<file path="config.mk">
export PLATFORM = sky130hd
export DESIGN_NAME = loop_counter
export DESIGN_NICKNAME = d
export VERILOG_FILES = /design/src/rtl/loop_counter_pkg.sv /design/src/rtl/loop_counter_level.sv /design/src/rtl/loop_counter.sv
export SDC_FILE = /design/constraint.sdc
export NUM_CORES = 1
export LEC_CHECK = 0
export BUFFER_PORTS_ARGS = -buffer_cell sky130_fd_sc_hd__buf_2
export CAP_MARGIN = 20
export CORE_UTILIZATION = 58
export CTS_CLUSTER_DIAMETER = 60
export DETAILED_ROUTE_END_ITERATION = 10
export PLACE_DENSITY = 0.81
export SLEW_MARGIN = 10
export SYNTH_ARGS = -nofsm -noshare
export SYNTH_HDL_FRONTEND = slang
export SYNTH_SLANG_ARGS = --single-unit
</file>
<file path="constraint.sdc">
create_clock -name i_clk -period 3.15 [get_ports i_clk]
set_input_delay 0.315 -clock i_clk [delete_from_list [all_inputs] [get_ports i_clk]]
set_output_delay 0.315 -clock i_clk [all_outputs]
set_load 0.01 [all_outputs]
</file>
<file path="src/rtl/loop_counter_pkg.sv">
// Shared types and helpers for the nested-loop counter.
package loop_counter_pkg;

    typedef enum logic {
        WRAP    = 1'b0,
        ONESHOT = 1'b1
    } lc_mode_e;

    function automatic int lvl_w(input int levels);
        return (levels <= 1) ? 1 : $clog2(levels);
    endfunction

endpackage

</file>
<file path="src/rtl/loop_counter_level.sv">
// One level of the loop nest: counter, programmable terminal count and status flags.
module loop_counter_level
    import loop_counter_pkg::*;
#(
    parameter int WIDTH = 16
) (
    input  logic             i_clk,
    input  logic             i_rst,
    input  logic             i_clear,
    input  logic             i_load,
    input  logic [WIDTH-1:0] i_max_count,
    input  logic             i_step,
    output logic [WIDTH-1:0] o_count,
    output logic             o_start,
    output logic             o_last,
    output logic             o_end,
    output logic             o_carry_out
);

    logic [WIDTH-1:0] r_count;
    logic [WIDTH-1:0] r_max;
    logic [WIDTH-1:0] w_max_m1;
    logic             w_end;

    assign w_max_m1    = r_max - WIDTH'(1);
    assign w_end       = (r_count == r_max);
    assign o_count     = r_count;
    assign o_start     = (r_count == '0);
    assign o_last      = (r_count == w_max_m1);
    assign o_end       = w_end;
    // A level sitting at max passes any incoming step on as carry, so max=0 is transparent.
    assign o_carry_out = i_step & w_end;

    always_ff @(posedge i_clk) begin
        if (i_rst) begin
            r_count <= '0;
            r_max   <= '1;
        end else begin
            if (i_load) begin
                r_max <= i_max_count;
            end
            if (i_clear) begin
                r_count <= '0;
            end else if (i_step) begin
                r_count <= w_end ? '0 : r_count + WIDTH'(1);
            end
        end
    end

endmodule

</file>
<file path="src/rtl/loop_counter.sv">
// Nested-loop counter: LEVELS chained counters with carry, terminal detect, wrap/one-shot control.
module loop_counter
    import loop_counter_pkg::*;
#(
    parameter  int WIDTH  = 16,
    parameter  int LEVELS = 2,
    localparam int LVL_W  = lvl_w(LEVELS)
) (
    input  logic                    i_clk,
    input  logic                    i_rst,
    input  logic                    i_clear,
    input  logic                    i_en,
    input  logic                    i_load_max,
    input  logic [LVL_W-1:0]        i_load_level,
    input  logic [WIDTH-1:0]        i_max_count,
    input  logic                    i_oneshot,
    output logic [LEVELS*WIDTH-1:0] o_counter,
    output logic [LEVELS-1:0]       o_count_start,
    output logic [LEVELS-1:0]       o_count_last,
    output logic [LEVELS-1:0]       o_count_end,
    output logic                    o_terminal,
    output logic                    o_done,
    output logic                    o_wrapped
);

    logic [LEVELS:0]   w_chain;
    logic [LEVELS-1:0] w_load;
    logic              w_terminal;
    logic              w_try;
    logic              w_hold;
    lc_mode_e          w_mode;
    logic              r_done;
    logic              r_wrapped;

    assign w_mode     = lc_mode_e'(i_oneshot);
    assign w_terminal = &o_count_end;
    assign w_try      = i_en & ~i_clear & ~i_load_max & ~r_done;
    // One-shot at terminal freezes every level instead of letting the carry wrap them.
    assign w_hold     = w_terminal & (w_mode == ONESHOT);
    assign w_chain[0] = w_try & ~w_hold;

    genvar gi;
    generate
        for (gi = 0; gi < LEVELS; gi++) begin : g_level
            assign w_load[gi] = i_load_max & (i_load_level == LVL_W'(gi));

            loop_counter_level #(
                .WIDTH(WIDTH)
            ) u_level (
                .i_clk       (i_clk),
                .i_rst       (i_rst),
                .i_clear     (i_clear),
                .i_load      (w_load[gi]),
                .i_max_count (i_max_count),
                .i_step      (w_chain[gi]),
                .o_count     (o_counter[gi*WIDTH +: WIDTH]),
                .o_start     (o_count_start[gi]),
                .o_last      (o_count_last[gi]),
                .o_end       (o_count_end[gi]),
                .o_carry_out (w_chain[gi+1])
            );
        end
    endgenerate

    always_ff @(posedge i_clk) begin
        if (i_rst) begin
            r_done    <= 1'b0;
            r_wrapped <= 1'b0;
        end else if (i_clear) begin
            r_done    <= 1'b0;
            r_wrapped <= 1'b0;
        end else begin
            if (w_try & w_hold) begin
                r_done <= 1'b1;
            end
            // Carry out of the top level only happens on a wrapping terminal advance.
            r_wrapped <= w_chain[LEVELS];
        end
    end

    assign o_terminal = w_terminal;
    assign o_done     = r_done;
    assign o_wrapped  = r_wrapped;

endmodule

</file>
After elaboration in Yosys (flattened, before gate mapping)
Cells that the tools add are included.
W data, S select, Z words.
{"block": "totals", "reg_bits": 66, "input_bits": 23, "out_inout_bits": 41, "wordCells": 35}
{"block": "op_classes", "add_sub_neg": 4, "n_eq_ne": 4, "mux": 2, "bitwise_logic": 15, "reduce_logical": 4}
{"cell": "$eq A16 B16 Y1", "count": 4}
{"cell": "$add A16 B1 Y16 const B", "count": 2}
{"cell": "$logic_not A16 Y1", "count": 2}
{"cell": "$mux W16", "count": 2}
{"cell": "$sub A16 B1 Y16 const B", "count": 2}
{"cell": "$and A1 B1 Y1", "count": 10}
{"cell": "$not A1 Y1", "count": 5}
{"cell": "$reduce_and A2 Y1", "count": 1}
{"cell": "$reduce_or A2 Y1", "count": 1}

Depth between registers and ports, before layout
Gate-level depths: netlist of run 1.
{"block": "depth", "ltp_word": 7, "ltp_mapped": 11, "mapped_depth_nobuf": 9}

By module
A second synthesis of run 1 with hierarchy kept.
{"block": "unflattened", "cells_unflattened": 489, "area_unflattened_um2": 4177.8}
{"module": "loop_counter_level", "n_inst": 2, "cells_per_inst": 239, "area_per_inst_um2": 2035.7, "seq_area_each_um2": 640.6}
{"module": "loop_counter", "n_inst": 1, "cells_per_inst": 11, "area_per_inst_um2": 106.4, "seq_area_each_um2": 40.0}

Least setup slack after synthesis of run 1
Ideal clock, no wire load.
{"block": "synth_timing", "kind": "register to output", "startpoint": "reg g_level[0].u_level.r_max[5]", "endpoint": "out o_count_last[0]", "t_arrival_ps": 2475, "t_required_ps": 2835, "setup_slack_ps": 360, "path_stages_with_launch": 10, "path_buffers": 2, "path_cell_list": "dfxtp_1 -> buf_2 -> or4_1 -> or3_1 -> or4_1 -> mux2i_1 -> mux2i_1 -> a21oi_1 -> nor4_1 -> buf_4"}
{"block": "synth_between", "elab_chain_len": 2}
{"element": "from (decl)", "line_no": "loop_counter_level.sv:21", "text": "logic [WIDTH-1:0] r_max;"}
{"element": "from (signal assigned)", "line_no": "loop_counter_level.sv:40", "text": "r_max <= i_max_count;"}
{"element": "$sub A16 B1 Y16", "line_no": "loop_counter_level.sv:25", "text": "assign w_max_m1 = r_max - WIDTH'(1);"}
{"element": "$eq A16 B16 Y1", "line_no": "loop_counter_level.sv:29", "text": "assign o_last = (r_count == w_max_m1);"}
{"element": "to (decl)", "line_no": "loop_counter.sv:19", "text": "output logic [LEVELS-1:0] o_count_last,"}
Every way passes these cells.

Final worst setup path of run 1
{"block": "layout_timing", "startpoint": "reg g_level[0].u_level.r_max[0]", "endpoint": "out o_count_last[0]"}
The elaborated chain is that of the path after synthesis.

==> results_dict.tcl, run 1 <==
set metrics [dict create \
    yosysWarnings 0 \
    antenna_found_initial 0 \
    drc 0 \
    vias 4190 \
    p_per_area_mw_per_mm2 366.1 \
    slew_headroom 0.5629 \
    initial_core_util 0.6009 \
    place_congestion 0.9322 \
    skew_ps 13.79 \
    ant_nets 0 \
    root_buffer "clkbuf_8" \
    synth_cell_type_count 63 \
    status "complete, no violations" \
    viasPerCell 6.198 \
    place_hpwl_um 8276 \
    nNetsFinal 601 \
    drt-total-wl_um 11440 \
    maxCapViolCount 0 \
    syn_avg_cell_area_sq_um 8.267 \
    grt-ovfl-total 0 \
    crit_arrival_ps 2780 \
    syn_nets 559 \
    die_width_um 88.92 \
    final-hold-violation-count 0 \
    tightest_slew_ps 652.9 \
    cts_max_path_buffers 2 \
    slew_violations 0 \
    ys.flop_type "dfxtp_1" \
    cts_inserted_buffers 9 \
    synth_compound_area_frac 0.1542 \
    diodes 0 \
    cts_tree "done" \
    hold_path.class "input pin to register" \
    synth_top_family_by_area "simple AND/OR/NAND/NOR gates" \
    finalSetupViolations 0 \
    clk_latency_ps 340 \
    track_usage 0.3006 \
    crit_fanout 5 \
    worstSetupPathType "register to primary output" \
    drive_above_1_share 0.2236 \
    period_needed_ps 3098 \
    synth_area_leaders "dfxtp_1 30%, xnor2_1 8.8%, a211o_1 6.4%, xor2_1 4.2%, nor2_1 3.4%" \
    cts.htree.levels 3 \
    num_io_pins 64 \
    port-buffer-count 63 \
    dieArea_sq_mm 0.007906 \
    setup_tns_ps 0 \
    netlist_instances 530 \
    timing.fmax_mhz 322.8 \
    synth_edf_count 0 \
    cp.required_ps 2830 \
    dr.first_iter.drc_count 303 \
    ir_drop_mv 0.2815 \
    first_pass_iters 5 \
    cts.clk_slew.worst_paths_ps 70 \
    synth_xor_area_frac 0.1411 \
    crit_path_end_kind "primary output" \
    yosys.area.top_type "dfxtp_1" \
    die_h_um 88.92 \
    areaGrowthSynthToFinish_pct 13.74 \
    core_area_sq_mm 0.007292 \
    synth-seq-area-share 0.3015 \
    synth.top_cells.by_count "66 x dfxtp_1, 44 x xnor2_1, 40 x nor2_1, 34 x clkbuf_1, 32 x a211o_1" \
    clock-sinks 66 \
    routedWlPerCell_um 16.93 \
    grt_pass1_vias 3652 \
    synth-simple-area-share 0.2935 \
    grt_pass1_wl_um 18060 \
    final.period_utilization 0.9836 \
    start_kind "register" \
    rows 31 \
    utilization 0.6834 \
    syn_area_sq_mm 0.004382 \
    rsz0062_at_grt "true" \
    async_reset_ff_frac 0 \
    yosysTopAreaCellShare 0.3015 \
    p_leak_nw 1.867 \
    synth.ff_latch_count 66 \
    grt_max_degree 35 \
    yosysMostFrequentCell "dfxtp_1" \
    synth.area.mux_share 0.02798 \
    yosys.area_share.adder 0.01713 \
    fin_hold_ws_ps 199.2 \
]
## timing repair
item | in CTS | in global routing
buffers inserted | 0 | 4
hold buffers | 0 | 0
gates resized for setup | 9 | 7
endpoints found under the setup margin | 1 | 2
pin swaps | 2 | 3
## state kept, by name, indices dropped and copies added (netlist names)
name / count
g_level.u_level.o_count: 32
o_done: 1
o_wrapped: 1
g_level.u_level.r_max: 32
## cell type report
class                           count  area, sq um
Fill cell                         624         2308
Tap cell                           99        123.9
Sequential cell                    66         1325
Multi-Input combinational cell    402         2836
Inverter                           12        50.05
Clock buffer                       14        162.7
Clock inverter                      2        35.03
Timing Repair Buffer               81        450.4
## through the flow
step                      instances  power [mW]  worst slack [ps]  cell area, sq um
after floorplan                 530       1.050             359.6              4382
after global placement          656       1.100             243.1              4696
after detailed placement        656       1.106             208.7              4696
after CTS                       672       1.820             21.21              4926
after global routing            676       1.899            -99.74              4984
final                           676       1.825             51.78              4984
## cell families (layout without fill, tap and decap cells)
| group | after synthesis | after routing |
|---|---|---|
| XOR/XNOR | 68 | 68 |
| AO/OA/AOI/OAI | 94 | 94 |
| multiplexers | 12 | 12 |
| flip-flops | 66 | 66 |
| buffers and inverters | 62 | 109 |
| AND/OR/NAND/NOR | 222 | 222 |
| adder cells (fa/ha/maj) | 6 | 6 |
## power by group
group / switching [mW] / internal [mW]
Combinational: 0.0969 / 0.0921
Sequential: 0.0493 / 0.863
Clock: 0.314 / 0.409
Total: 0.460 / 1.36
## metal layers
| metal | track usage | wire length [um] | up-vias |
|---|---|---|---|
| met1 | 0.4229 | 5259 | 1988 |
| met2 | 0.4545 | 5060 | 185 |
| met3 | 0.06279 | 849 | 26 |
| met5 | 0 | 0 | - |
| li1 | - | - | 1991 |
| met4 | 0.1100 | 272 | 0 |
## critical path, cell delays in order (launching register included)
cell and delay, ps:
dfxtp_2 340, inv_2 90, ha_4 160, or4b_4 500, or4_4 450, nor3_2 120
a21oi_1 60, mux2i_1 140, nand4_1 120, nor4_2 310, buf_2 170
## final timing paths
kind | end | slack (ps) | start | cells after the start
setup reg to reg | g_level[0].u_level.o_count[13] | 400 | g_level[1].u_level.r_max[12] | 7
setup / recovery | o_count_last[0] | 50 | g_level[0].u_level.r_max[0] | 10
hold / removal | g_level[0].u_level.r_max[15] | 200 | i_max_count[15] | 2
hold reg to reg | g_level[1].u_level.r_max[15] | 550 | g_level[1].u_level.r_max[15] | 1
## layout by cell type (no fill, tap or decap), types with 4 or more instances in the layout
master / n
buf_2: 63
dfxtp_1: 63
nand4_1: 12
or3_1: 11
or4_4: 4
o31ai_1: 4
and4_1: 4
nand2b_1: 4
nor2b_1: 19
nand2_1: 28
o21ai_0: 16
xor2_1: 21
a211oi_1: 4
nor3_1: 11
xnor2_1: 44
a211o_1: 32
clkbuf_8: 11
mux2i_1: 10
buf_4: 18
and3_1: 19
a21oi_1: 21
nand3_1: 20
nor2_1: 40
or4_1: 9
nor4_1: 12
inv_1: 9
ha_1: 5
(Power assumes the default switching activity.)
==> run 2, diff against run 1 <==
--- a/config.mk
+++ b/config.mk
@@ -11,6 +11,7 @@
 export CTS_CLUSTER_DIAMETER = 60
 export DETAILED_ROUTE_END_ITERATION = 10
 export PLACE_DENSITY = 0.81
+export REMOVE_ABC_BUFFERS = 1
 export SLEW_MARGIN = 10
 export SYNTH_ARGS = -nofsm -noshare
 export SYNTH_HDL_FRONTEND = slang
==> run 2 against run 1 <==
- clock power is 0.7% lower
- critical path depth is 2 lower
- wire length grew 1.4%
- first-iteration DRC count increased by 1.3%
- combinational power barely moved
- power decreased by 0.45%
- largest cell class unchanged
- hold slack got worse by 13 ps
- maximum frequency increased by 0.37%
- non-clock buffer count rose by 2
- clock skew fell by 5.2 ps
- sequential power is essentially flat
- utilization increased by 0.052 points
==> results_dict.tcl, run 2 (synthesis results as in run 1) <==
set metrics [dict create \
    cp.required_ps 2830 \
    routedWlPerCell_um 17.11 \
    place_ws_ps 239.4 \
    hp-start "i_max_count[15]" \
    grt_pass1_vias 3799 \
    die_width_um 88.92 \
    nNetsFinal 603 \
    final.period_utilization 0.9799 \
    dr.first_iter.drc_count 307 \
    r2r_cells 7 \
    ant_nets 0 \
    period_needed_ps 3087 \
    cts.clk_slew.worst_paths_ps 70 \
    diodes 0 \
    port-buffer-count 63 \
    hold-path-endpoint "g_level[0].u_level.r_max[15]" \
    crit_arrival_ps 2770 \
    r2r_slack_ps 330 \
    core_area_sq_mm 0.007292 \
    vias 4223 \
    rsz0062_at_grt "true" \
    slew_headroom 0.5782 \
    finalSetupViolations 0 \
    viasPerCell 6.229 \
    drc 0 \
    hold_path.class "input pin to register" \
    initial_core_util 0.6009 \
    r2r-start "g_level[1].u_level.o_count[12]" \
    antenna_found_initial 0 \
    drive_above_1_share 0.2280 \
    first_pass_iters 7 \
    dieArea_sq_mm 0.007906 \
    timing.fmax_mhz 324.0 \
    clock-sinks 66 \
    crit_fanout 6 \
    start_kind "register" \
    hold_buffers 0 \
    slew_violations 0 \
    worstSetupPathType "register to primary output" \
    cts.htree.levels 3 \
    cts_inserted_buffers 9 \
    fin_hold_ws_ps 186.3 \
    p_per_area_mw_per_mm2 364.2 \
    final-hold-violation-count 0 \
    grt_pass1_wl_um 18220 \
    cts_tree "done" \
    tightest_slew_ps 630.0 \
    place_hpwl_um 8583 \
    die_h_um 88.92 \
    p_leak_nw 1.870 \
    worst_slack_ps 63.32 \
    rows 31 \
    ir_drop_mv 0.3393 \
    num_io_pins 64 \
    grt_max_degree 35 \
    mostFrequentLayoutCells "63 x dfxtp_1, 63 x buf_2, 44 x xnor2_1, 40 x nor2_1, 32 x a211o_1" \
    clk_latency_ps 350 \
    cts_max_path_buffers 2 \
    drt-total-wl_um 11600 \
    crit_path_end_kind "primary output" \
    areaGrowthSynthToFinish_pct 13.82 \
    skew_ps 8.607 \
    grt-ovfl-total 0 \
    whs_path_depth 2 \
    status "complete, no violations" \
    place_congestion 1.010 \
    track_usage 0.3056 \
    root_buffer "clkbuf_8" \
    maxCapViolCount 0 \
    rr_endpoint "g_level[0].u_level.o_count[5]" \
]
[run 2: report_power, final]
part	leakage (nW)	switching [mW]	total, mW	internal (mW)
sequential	0.538	0.0490	0.911	0.863
clock	0.0925	0.351	0.718	0.367
combinational	1.24	0.0960	0.186	0.0904
[run 2: final cells by class]
type | instances | area [sq um]
Clock buffer | 10 | 127.6
Clock inverter | 6 | 67.56
Fill cell | 604 | 2305
Inverter | 12 | 50.05
Multi-Input combinational cell | 402 | 2828
Sequential cell | 66 | 1325
Tap cell | 99 | 123.9
Timing Repair Buffer | 83 | 465.4
[run 2: worst max-delay path, stage by stage (launching register included)]
cell and delay (ps):
dfxtp_2 350, or4_4 530, or3_4 350, or4_4 460
mux2i_1 140, mux2i_1 160, a21oi_1 80, nor4_1 170
buf_2 170
[run 2: metrics by stage]
step	util	power (mW)	TNS (ps)	instances	cell area, sq um
final	0.6839	1.816	0	678	4987
after CTS	0.6760	1.811	0	674	4930
after detailed placement	0.6460	1.106	0	658	4711
after global routing	0.6839	1.880	-47.10	678	4987
after global placement	0.6460	1.097	0	658	4711
after floorplan	-	1.034	0	480	4149
[run 2: worst max-delay path by stage]
stage	startpoint	cells after the start	slack, ps	end
5_1_grt	g_level[0].u_level.r_max[0]	10	-50	o_count_last[0]
4_1_cts	g_level[0].u_level.r_max[0]	10	3	o_count_last[0]
2_1_floorplan	g_level[0].u_level.r_max[0]	9	340	o_count_last[0]
3_5_place_dp	g_level[0].u_level.r_max[0]	10	240	o_count_last[0]
3_3_place_gp	g_level[0].u_level.r_max[0]	10	330	o_count_last[0]
6_report	g_level[0].u_level.r_max[6]	8	60	o_count_last[0]
[run 2: what timing repair did]
item                       CTS  global route
pin swaps                    1             3
buffers inserted             0             4
resized for setup            7             8
setup endpoints to repair    1             2
[run 2: layer usage]
metal	GRT usage	wire length (um)
met5	0	0
met4	0.1510	299
met3	0.04986	1024
met2	0.4699	5207
met1	0.4168	5066
